--- config.mk ---
export PLATFORM = sky130hd
export DESIGN_NAME = error_trap_ctrl_flat
export DESIGN_NICKNAME = d
export VERILOG_FILES = /design/src/rtl/error_trap_ctrl_pkg.sv /design/src/rtl/error_trap_ctrl_if.sv /design/src/rtl/error_trap_ctrl.sv /design/src/flat_wrapper.sv
export SDC_FILE = /design/constraint.sdc
export NUM_CORES = 1
export LEC_CHECK = 0
export CAP_MARGIN = 20
export CORE_ASPECT_RATIO = 1.2
export CORE_MARGIN = 1
export CORE_UTILIZATION = 43
export CTS_BUF_LIST = sky130_fd_sc_hd__clkbuf_8
export DETAILED_ROUTE_END_ITERATION = 8
export PLACE_DENSITY_LB_ADDON = 0.15
export SYNTH_ARGS = -nofsm -noshare
export SYNTH_HDL_FRONTEND = slang
export SYNTH_SLANG_ARGS = --single-unit
export TNS_END_PERCENT = 10
--- constraint.sdc ---
create_clock -name clk -period 2.3 [get_ports clk]
set_input_delay 0.46 -clock clk [delete_from_list [all_inputs] [get_ports clk]]
set_output_delay 0.46 -clock clk [all_outputs]
set_load 0.05 [all_outputs]
--- src/rtl/error_trap_ctrl_pkg.sv ---
// Shared definitions for the CPU error trap path: error codes and trap FSM encoding.
// Pure declarations, no logic.
// Error codes are shared with the upstream error-code combiner.
package error_trap_ctrl_pkg;

  // CPU error codes produced by the combiner; 4..15 are reserved but still trap.
  localparam logic [3:0] NO_ERROR       = 4'd0;
  localparam logic [3:0] DIV_BY_ZERO    = 4'd1;
  localparam logic [3:0] MEM_ACCESS_ERR = 4'd2;
  localparam logic [3:0] IS_OPCODE_ERR  = 4'd3;

  // Trap controller state encoding.
  typedef enum logic [1:0] {
    RUN     = 2'd0,
    HALTED  = 2'd1,
    RECOVER = 2'd2
  } trap_state_t;

endpackage

--- src/rtl/error_trap_ctrl_if.sv ---
// Bundle between the error combiner / PCU side and the trap controller.
// No logic, no latency.
// No backpressure: the combiner presents a code every cycle; the PCU acknowledges with err_clr.
interface error_trap_ctrl_if #(
  parameter int PC_WIDTH  = 32,
  parameter int CNT_WIDTH = 8
);

  logic [3:0]           cpu_error;
  logic [PC_WIDTH-1:0]  cur_pc;
  logic                 err_clr;
  logic                 cnt_clr;
  logic                 cpu_halt;
  logic                 err_pending;
  logic [3:0]           err_code;
  logic [PC_WIDTH-1:0]  err_pc;
  logic [CNT_WIDTH-1:0] err_cnt;
  logic                 err_lost;
  logic                 flush;

  // Driver side: combiner/PCU inputs, status outputs observed.
  modport master (
    output cpu_error, cur_pc, err_clr, cnt_clr,
    input  cpu_halt, err_pending, err_code, err_pc, err_cnt, err_lost, flush
  );

  // Trap controller side.
  modport slave (
    input  cpu_error, cur_pc, err_clr, cnt_clr,
    output cpu_halt, err_pending, err_code, err_pc, err_cnt, err_lost, flush
  );

endinterface

--- src/rtl/error_trap_ctrl.sv ---
// Traps the first non-zero CPU error code, halts the core until the PCU acknowledges, then flushes and recovers.
// Latency: cpu_halt/err_pending rise one cycle after the error is sampled; all outputs registered.
// Backpressure: none on the error input; further errors while not in RUN only set the sticky err_lost flag.
module error_trap_ctrl
  import error_trap_ctrl_pkg::*;
#(
  parameter int PC_WIDTH       = 32,
  parameter int CNT_WIDTH      = 8,
  parameter int RECOVER_CYCLES = 2
) (
  input  logic                clk,
  input  logic                rstn,
  error_trap_ctrl_if.slave    bus
);

  // Recover counter loads RECOVER_CYCLES-1 and leaves RECOVER once it reads zero.
  localparam logic [3:0] RC_LOAD = 4'(RECOVER_CYCLES - 1);

  trap_state_t          r_state;
  logic                 r_halt;
  logic                 r_pending;
  logic                 r_flush;
  logic                 r_lost;
  logic [3:0]           r_code;
  logic [PC_WIDTH-1:0]  r_pc;
  logic [CNT_WIDTH-1:0] r_cnt;
  logic [3:0]           r_rcnt;

  logic                 w_err;
  logic                 w_accept;
  logic [CNT_WIDTH-1:0] w_cnt_base;
  logic [CNT_WIDTH-1:0] w_cnt_next;

  assign w_err    = (bus.cpu_error != NO_ERROR);
  assign w_accept = (r_state == RUN) && w_err;

  // Saturating trap counter: clear first, then count an accepted trap.
  always_comb begin
    w_cnt_base = bus.cnt_clr ? '0 : r_cnt;
    w_cnt_next = w_cnt_base;
    if (w_accept && (w_cnt_base != '1)) begin
      w_cnt_next = w_cnt_base + CNT_WIDTH'(1);
    end
  end

  // Trap FSM with registered outputs, captured code/PC and sticky lost flag.
  always_ff @(posedge clk or negedge rstn) begin
    if (!rstn) begin
      r_state   <= RUN;
      r_halt    <= 1'b0;
      r_pending <= 1'b0;
      r_flush   <= 1'b0;
      r_lost    <= 1'b0;
      r_code    <= '0;
      r_pc      <= '0;
      r_cnt     <= '0;
      r_rcnt    <= '0;
    end else begin
      r_cnt <= w_cnt_next;
      case (r_state)
        RUN: begin
          // err_clr is meaningless here; a coincident error still traps.
          if (w_err) begin
            r_state   <= HALTED;
            r_halt    <= 1'b1;
            r_pending <= 1'b1;
            r_code    <= bus.cpu_error;
            r_pc      <= bus.cur_pc;
          end
        end
        HALTED: begin
          if (bus.err_clr) begin
            r_state   <= RECOVER;
            r_pending <= 1'b0;
            r_flush   <= 1'b1;
            r_rcnt    <= RC_LOAD;
            // Acknowledge clears err_lost unless an error lands on this very edge.
            r_lost    <= w_err;
          end else if (w_err) begin
            r_lost <= 1'b1;
          end
        end
        RECOVER: begin
          // flush only marks the first RECOVER cycle; a still-high err_clr is ignored.
          r_flush <= 1'b0;
          if (w_err) begin
            r_lost <= 1'b1;
          end
          if (r_rcnt == 4'd0) begin
            r_state <= RUN;
            r_halt  <= 1'b0;
          end else begin
            r_rcnt <= r_rcnt - 4'd1;
          end
        end
        default: begin
          r_state   <= RUN;
          r_halt    <= 1'b0;
          r_pending <= 1'b0;
          r_flush   <= 1'b0;
        end
      endcase
    end
  end

  assign bus.cpu_halt    = r_halt;
  assign bus.err_pending = r_pending;
  assign bus.flush       = r_flush;
  assign bus.err_lost    = r_lost;
  assign bus.err_code    = r_code;
  assign bus.err_pc      = r_pc;
  assign bus.err_cnt     = r_cnt;

endmodule

--- src/flat_wrapper.sv ---
// flat-port wrapper written by rule: the top's interface ports become plain ports
module error_trap_ctrl_flat import error_trap_ctrl_pkg::*;
#(
  parameter int PC_WIDTH       = 32,
  parameter int CNT_WIDTH      = 8,
  parameter int RECOVER_CYCLES = 2
)
  (clk, rstn, bus_cpu_error, bus_cur_pc, bus_err_clr, bus_cnt_clr, bus_cpu_halt, bus_err_pending, bus_err_code, bus_err_pc, bus_err_cnt, bus_err_lost, bus_flush);
  error_trap_ctrl_if #(.PC_WIDTH(PC_WIDTH), .CNT_WIDTH(CNT_WIDTH)) bus_i ();
  input  logic clk;
  input  logic rstn;
  input wire logic [$bits(bus_i.cpu_error)-1:0] bus_cpu_error;
  input wire logic [$bits(bus_i.cur_pc)-1:0] bus_cur_pc;
  input wire logic [$bits(bus_i.err_clr)-1:0] bus_err_clr;
  input wire logic [$bits(bus_i.cnt_clr)-1:0] bus_cnt_clr;
  output wire logic [$bits(bus_i.cpu_halt)-1:0] bus_cpu_halt;
  output wire logic [$bits(bus_i.err_pending)-1:0] bus_err_pending;
  output wire logic [$bits(bus_i.err_code)-1:0] bus_err_code;
  output wire logic [$bits(bus_i.err_pc)-1:0] bus_err_pc;
  output wire logic [$bits(bus_i.err_cnt)-1:0] bus_err_cnt;
  output wire logic [$bits(bus_i.err_lost)-1:0] bus_err_lost;
  output wire logic [$bits(bus_i.flush)-1:0] bus_flush;
  assign bus_i.cpu_error = bus_cpu_error;
  assign bus_i.cur_pc = bus_cur_pc;
  assign bus_i.err_clr = bus_err_clr;
  assign bus_i.cnt_clr = bus_cnt_clr;
  assign bus_cpu_halt = bus_i.cpu_halt;
  assign bus_err_pending = bus_i.err_pending;
  assign bus_err_code = bus_i.err_code;
  assign bus_err_pc = bus_i.err_pc;
  assign bus_err_cnt = bus_i.err_cnt;
  assign bus_err_lost = bus_i.err_lost;
  assign bus_flush = bus_i.flush;
  error_trap_ctrl #(.PC_WIDTH(PC_WIDTH), .CNT_WIDTH(CNT_WIDTH), .RECOVER_CYCLES(RECOVER_CYCLES)) u_core (.clk(clk), .rstn(rstn), .bus(bus_i));
endmodule
# Word-level counts from Yosys, hierarchy flattened
# Cells that the tools add are included.
# W data, S select, Z words.
# word_totals
regBits	54
# op_classes
n_addsub	2
n_eq_ne	7
n_mux	19
n_bitwise	3
n_reduce_logical	12
# op_table
operator	count
$mux W8	2
$reduce_and A3 Y1	4
$add A8 B1 Y8 const B	1
$mux W4	2
$ne A8 B8 Y1 const B	1
$pmux W4 S2	1
$mux W1	6
$mux W2	3
$pmux W1 S3	2
$pmux W2 S3	1
$logic_not A4 Y1	1
$ne A2 B1 Y1 const B	2
$ne A2 B2 Y1 const B	2
$pmux W1 S2	2
$reduce_and A2 Y1	2
$reduce_bool A4 Y1	1
$sub A4 B1 Y4 const B	1
$not A1 Y1	3
$eq A2 B1 Y1 const B	1
$eq A2 B2 Y1 const B	1
$logic_and A1 B1 Y1	2
$logic_not A2 Y1	1
$reduce_bool A2 Y1	1

# Longest topological paths before layout
# depth
ltp_word	4
ltp_mapped	9
mapped_depth_nobuf	6

# Worst setup path after synthesis
# OpenSTA, ideal clock, no wires.
# synth_path
path_kind	flip-flop to flip-flop
start	reg u_core.r_cnt[1] (netlist: u_core.bus.err_cnt[1])
end	reg u_core.r_cnt[1] (netlist: u_core.bus.err_cnt[1])
t_arrival_ns	1.707
required_ns	2.175
path_slack_ns	0.468
stages_incl_launch_ff	5
n_path_buf	0
synth_period_minus_slack_ns	1.832
cell_sequence	dfrtp_1 nor2b_1 ha_1 a41oi_1 mux2_2
# synth_via
elab_chain_cells	4
elab_cells_between_ends	5
cone_classes	add/sub: 1; eq/ne: 1; mux: 2; reduce/logical: 1
# synth_rtl
item	line	rtl
from (decl)	error_trap_ctrl.sv:26	logic [CNT_WIDTH-1:0] r_cnt;
from (signal assigned)	error_trap_ctrl.sv:59	r_cnt <= w_cnt_next;
$mux W8 *	error_trap_ctrl.sv:39	w_cnt_base = bus.cnt_clr ? '0 : r_cnt;
branches (longest 2 deep; another with $add A8 B1 Y8)	--	
$mux W8 *	error_trap_ctrl.sv:41	if (w_accept && (w_cnt_base != '1)) begin
net u_core.w_cnt_next[1]	error_trap_ctrl.sv:32	logic [CNT_WIDTH-1:0] w_cnt_next;
# Mark *: on every way through the listed nets, which the timed path passes.
# A chain may end at the register's enable or synchronous reset.

# Worst setup path in the final report
# layout_path
start	reg u_core.r_cnt[2] (netlist: u_core.bus.err_cnt[2])
end	out bus_err_cnt[2]
# layout_rtl
item	line	rtl
to (decl)	flat_wrapper.sv:20	output wire logic [$bits(bus_i.err_cnt)-1:0] bus_err_cnt;
# No word-level cell between the ends.

==> qor.txt <==
clock root buffer: clkbuf_8
setup bufs post-CTS: 0
Slew Limit Headroom: 64.8%
row count: 29
TritonCTS clock tree: done
Post-synth ARST share: 100%
LEAKAGE: 0.00146 uW
Final HPWL DP: 3.56 mm
Max Slew Vio Count: 0
setup violators final: 0
post-synthesis cell type count: 36
most common cell after layout, fill and taps aside: clkdlybuf4s50_1
max cap viols: 0
Max clock buf depth: 2
Residual DRC: 0
Avg Synthesized Cell Area: 12.9 um^2
initial core utilization: 44.5%
TritonCTS Sinks: 54
delay-heaviest family, CP: buffers and inverters
1st-pass router iterations: 4
critical path peak fanout: 7
synthesized area: 2340 um^2
largest net degree at the start of global routing: 41
fin crit share: 88.8%
Setup Total Neg Slack: 0 ns
first-pass GRT wire length: 8.24 mm
final hold vios: 0
Die Wd: 69.4 um
fmax: 490 MHz
Syn-to-layout area delta: 45.5%
largest vdd supply drop: 0.000903 V
hold crit path type: in2async
total CTS buffers: 5
status: finished, final reports clean
clk_lat worst skew: 0.29 ns
EDFF count, synth: 0
antenna violations before repair: 0
remaining global-route overflow: 0
Mapped Cells: 181
Power Total: 5390 uW
GRT Util Overall: 17.8%
initial DRC count: 91
CTS H-tree depth: 2
Worst-Margin Slew: 0.523 ns
CTS clk-pin slew, worst paths: 0.09 ns
required time of the critical path: 1.84 ns
critical-path cell list: clkdlybuf4s50_1
die area: 5740 um^2
# IOs: 88
final wirelength: 4.89 mm
share of cells above drive strength 1: 18.3%
PD cells: 1580 nW/um^2
highest-count cells in the layout ignoring fill and taps: clkdlybuf4s50_1, dfrtp_1, mux2_2
Synth Register Bits: 54
Place WS: 0.0878 ns
vias in the first global route: 1,781
leading register cell type out of synthesis: dfrtp_1
gpl congestion: 0.766
CP peak stage delay: 0.84 ns
syn_nets: 226
die height: 82.8 um
ANT cells: 0
Slowest-stage cell, CP: clkdlybuf4s50_1
RSZ-0062 raised after global routing: false
Final min period: 2.04 ns
count of input and output buffers: 87
Worst setup EP type: primary output
Crit Path Class: reg2out
worst setup margin: 0.258 ns
fin nets: 323
drt wl/cell: 14.4 um
Seq/Total Area, Yosys: 57.7%
Buf/Inv on CP: 1
remaining antenna violation count: 0
critical path launch point type: flip-flop
core area: 5260 um^2
Crit path arrival time: 1.58 ns
worst-case clock skew: 0.00376 ns
Vias per Instance: 5.14
post_cts resized: 0
YS warnings: 0
vias: 1,747
metal layers:
| layer | vias up | part of all wire [%] | GRT usage, % |
|---|---|---|---|
| li1 | 834 | - | - |
| met3 | 4 | 4.4 | 4.25 |
| met1 | 865 | 44 | 23.4 |
| met2 | 44 | 51 | 29.5 |
| met5 | - | 0 | 0 |
| met4 | 0 | 0.63 | 4.45 |
worst paths after layout:
path	from	endpoint	slack (ns)	cells past startpoint
min in group clk	u_core.bus.flush	u_core.bus.flush	0.50	2
max in group asynchronous	rstn	u_core.bus.err_pc[27]	1.29	3
hold reg to reg	u_core.bus.flush	u_core.bus.flush	0.50	2
hold / removal	rstn	u_core.bus.err_pc[30]	0.48	2
setup reg to reg	u_core.r_rcnt[0]	u_core.r_state[1]	0.58	6
setup / recovery	u_core.bus.err_cnt[2]	bus_err_cnt[2]	0.26	1
power by group:
| group | leakage, uW | switching (uW) | total (uW) | internal (uW) |
|---|---|---|---|---|
| clock network | 0.0000466 | 279 | 480 | 202 |
| registers | 0.000653 | 221 | 1590 | 1370 |
| logic | 0.000758 | 2030 | 3320 | 1300 |
| total | 0.00146 | 2530 | 5390 | 2870 |
sequential cells by signal, indices dropped and copies added, names as in the netlist:
signal                  count
u_core.bus.flush            1
u_core.bus.err_pending      1
u_core.bus.err_pc          32
u_core.r_state              2
u_core.bus.cpu_halt         1
u_core.bus.err_lost         1
u_core.r_rcnt               4
u_core.bus.err_code         4
u_core.bus.err_cnt          8
cells in the mapped netlist (all sizes together) (2+ instances only):
library cell | instances | share of area [%]
and4 | 2 | 0.75
nor2b | 6 | 1.6
dfrtp | 54 | 58
xnor2 | 2 | 0.75
nand2b | 2 | 0.53
a22o | 7 | 2.6
nand4 | 2 | 0.53
nand3 | 4 | 0.86
nand2 | 6 | 0.96
nor2 | 9 | 1.4
mux2 | 34 | 16
a31oi | 3 | 0.80
nor3 | 4 | 0.86
nor4 | 2 | 0.80
buf | 5 | 1.4
o21ai | 6 | 1.3
ha | 5 | 2.7
a21oi | 5 | 1.1
inv | 9 | 1.4
logic make-up (layout without fill, tap and decap cells):
family                     after synthesis  in the layout  synth area share, %
AOI/OAI and AO/OA                       27             27                 8.66
xor gates and xnor gates                 3              3                 1.12
adders and majority gates                5              5                 2.67
buffers and inverters                   15            112                 3.05
DFF                                     54             54                 57.7
muxes                                   35             35                 16.8
and+or+nand+nor                         42             42                 10.0
layout make-up:
type	instances	area, um^2
Fill cell	425	1860
Sequential cell	54	1350
Timing Repair Buffer	96	948
Multi-Input combinational cell	112	918
Tap cell	62	77.6
Clock buffer	5	68.8
Inverter	9	33.8
Clock inverter	2	7.51
metrics by stage:
step	std cells	instance area, um^2	hold slack (ns)	utilization, %
2_1_floorplan	181	2340	0.164	-
3_3_place_gp	332	3320	0.265	63.1
3_5_place_dp	332	3320	0.262	63.1
4_1_cts	340	3410	0.469	64.7
5_1_grt	340	3410	0.474	64.7
6_report	340	3410	0.477	64.7
repair_timing:
item / in CTS / in global routing
setup endpoints to repair: 0 / 0
hold buffers: 1 / 0
endpoints found under the hold margin: 2 / 0
Note: power is estimated with default switching activity, not from simulation.
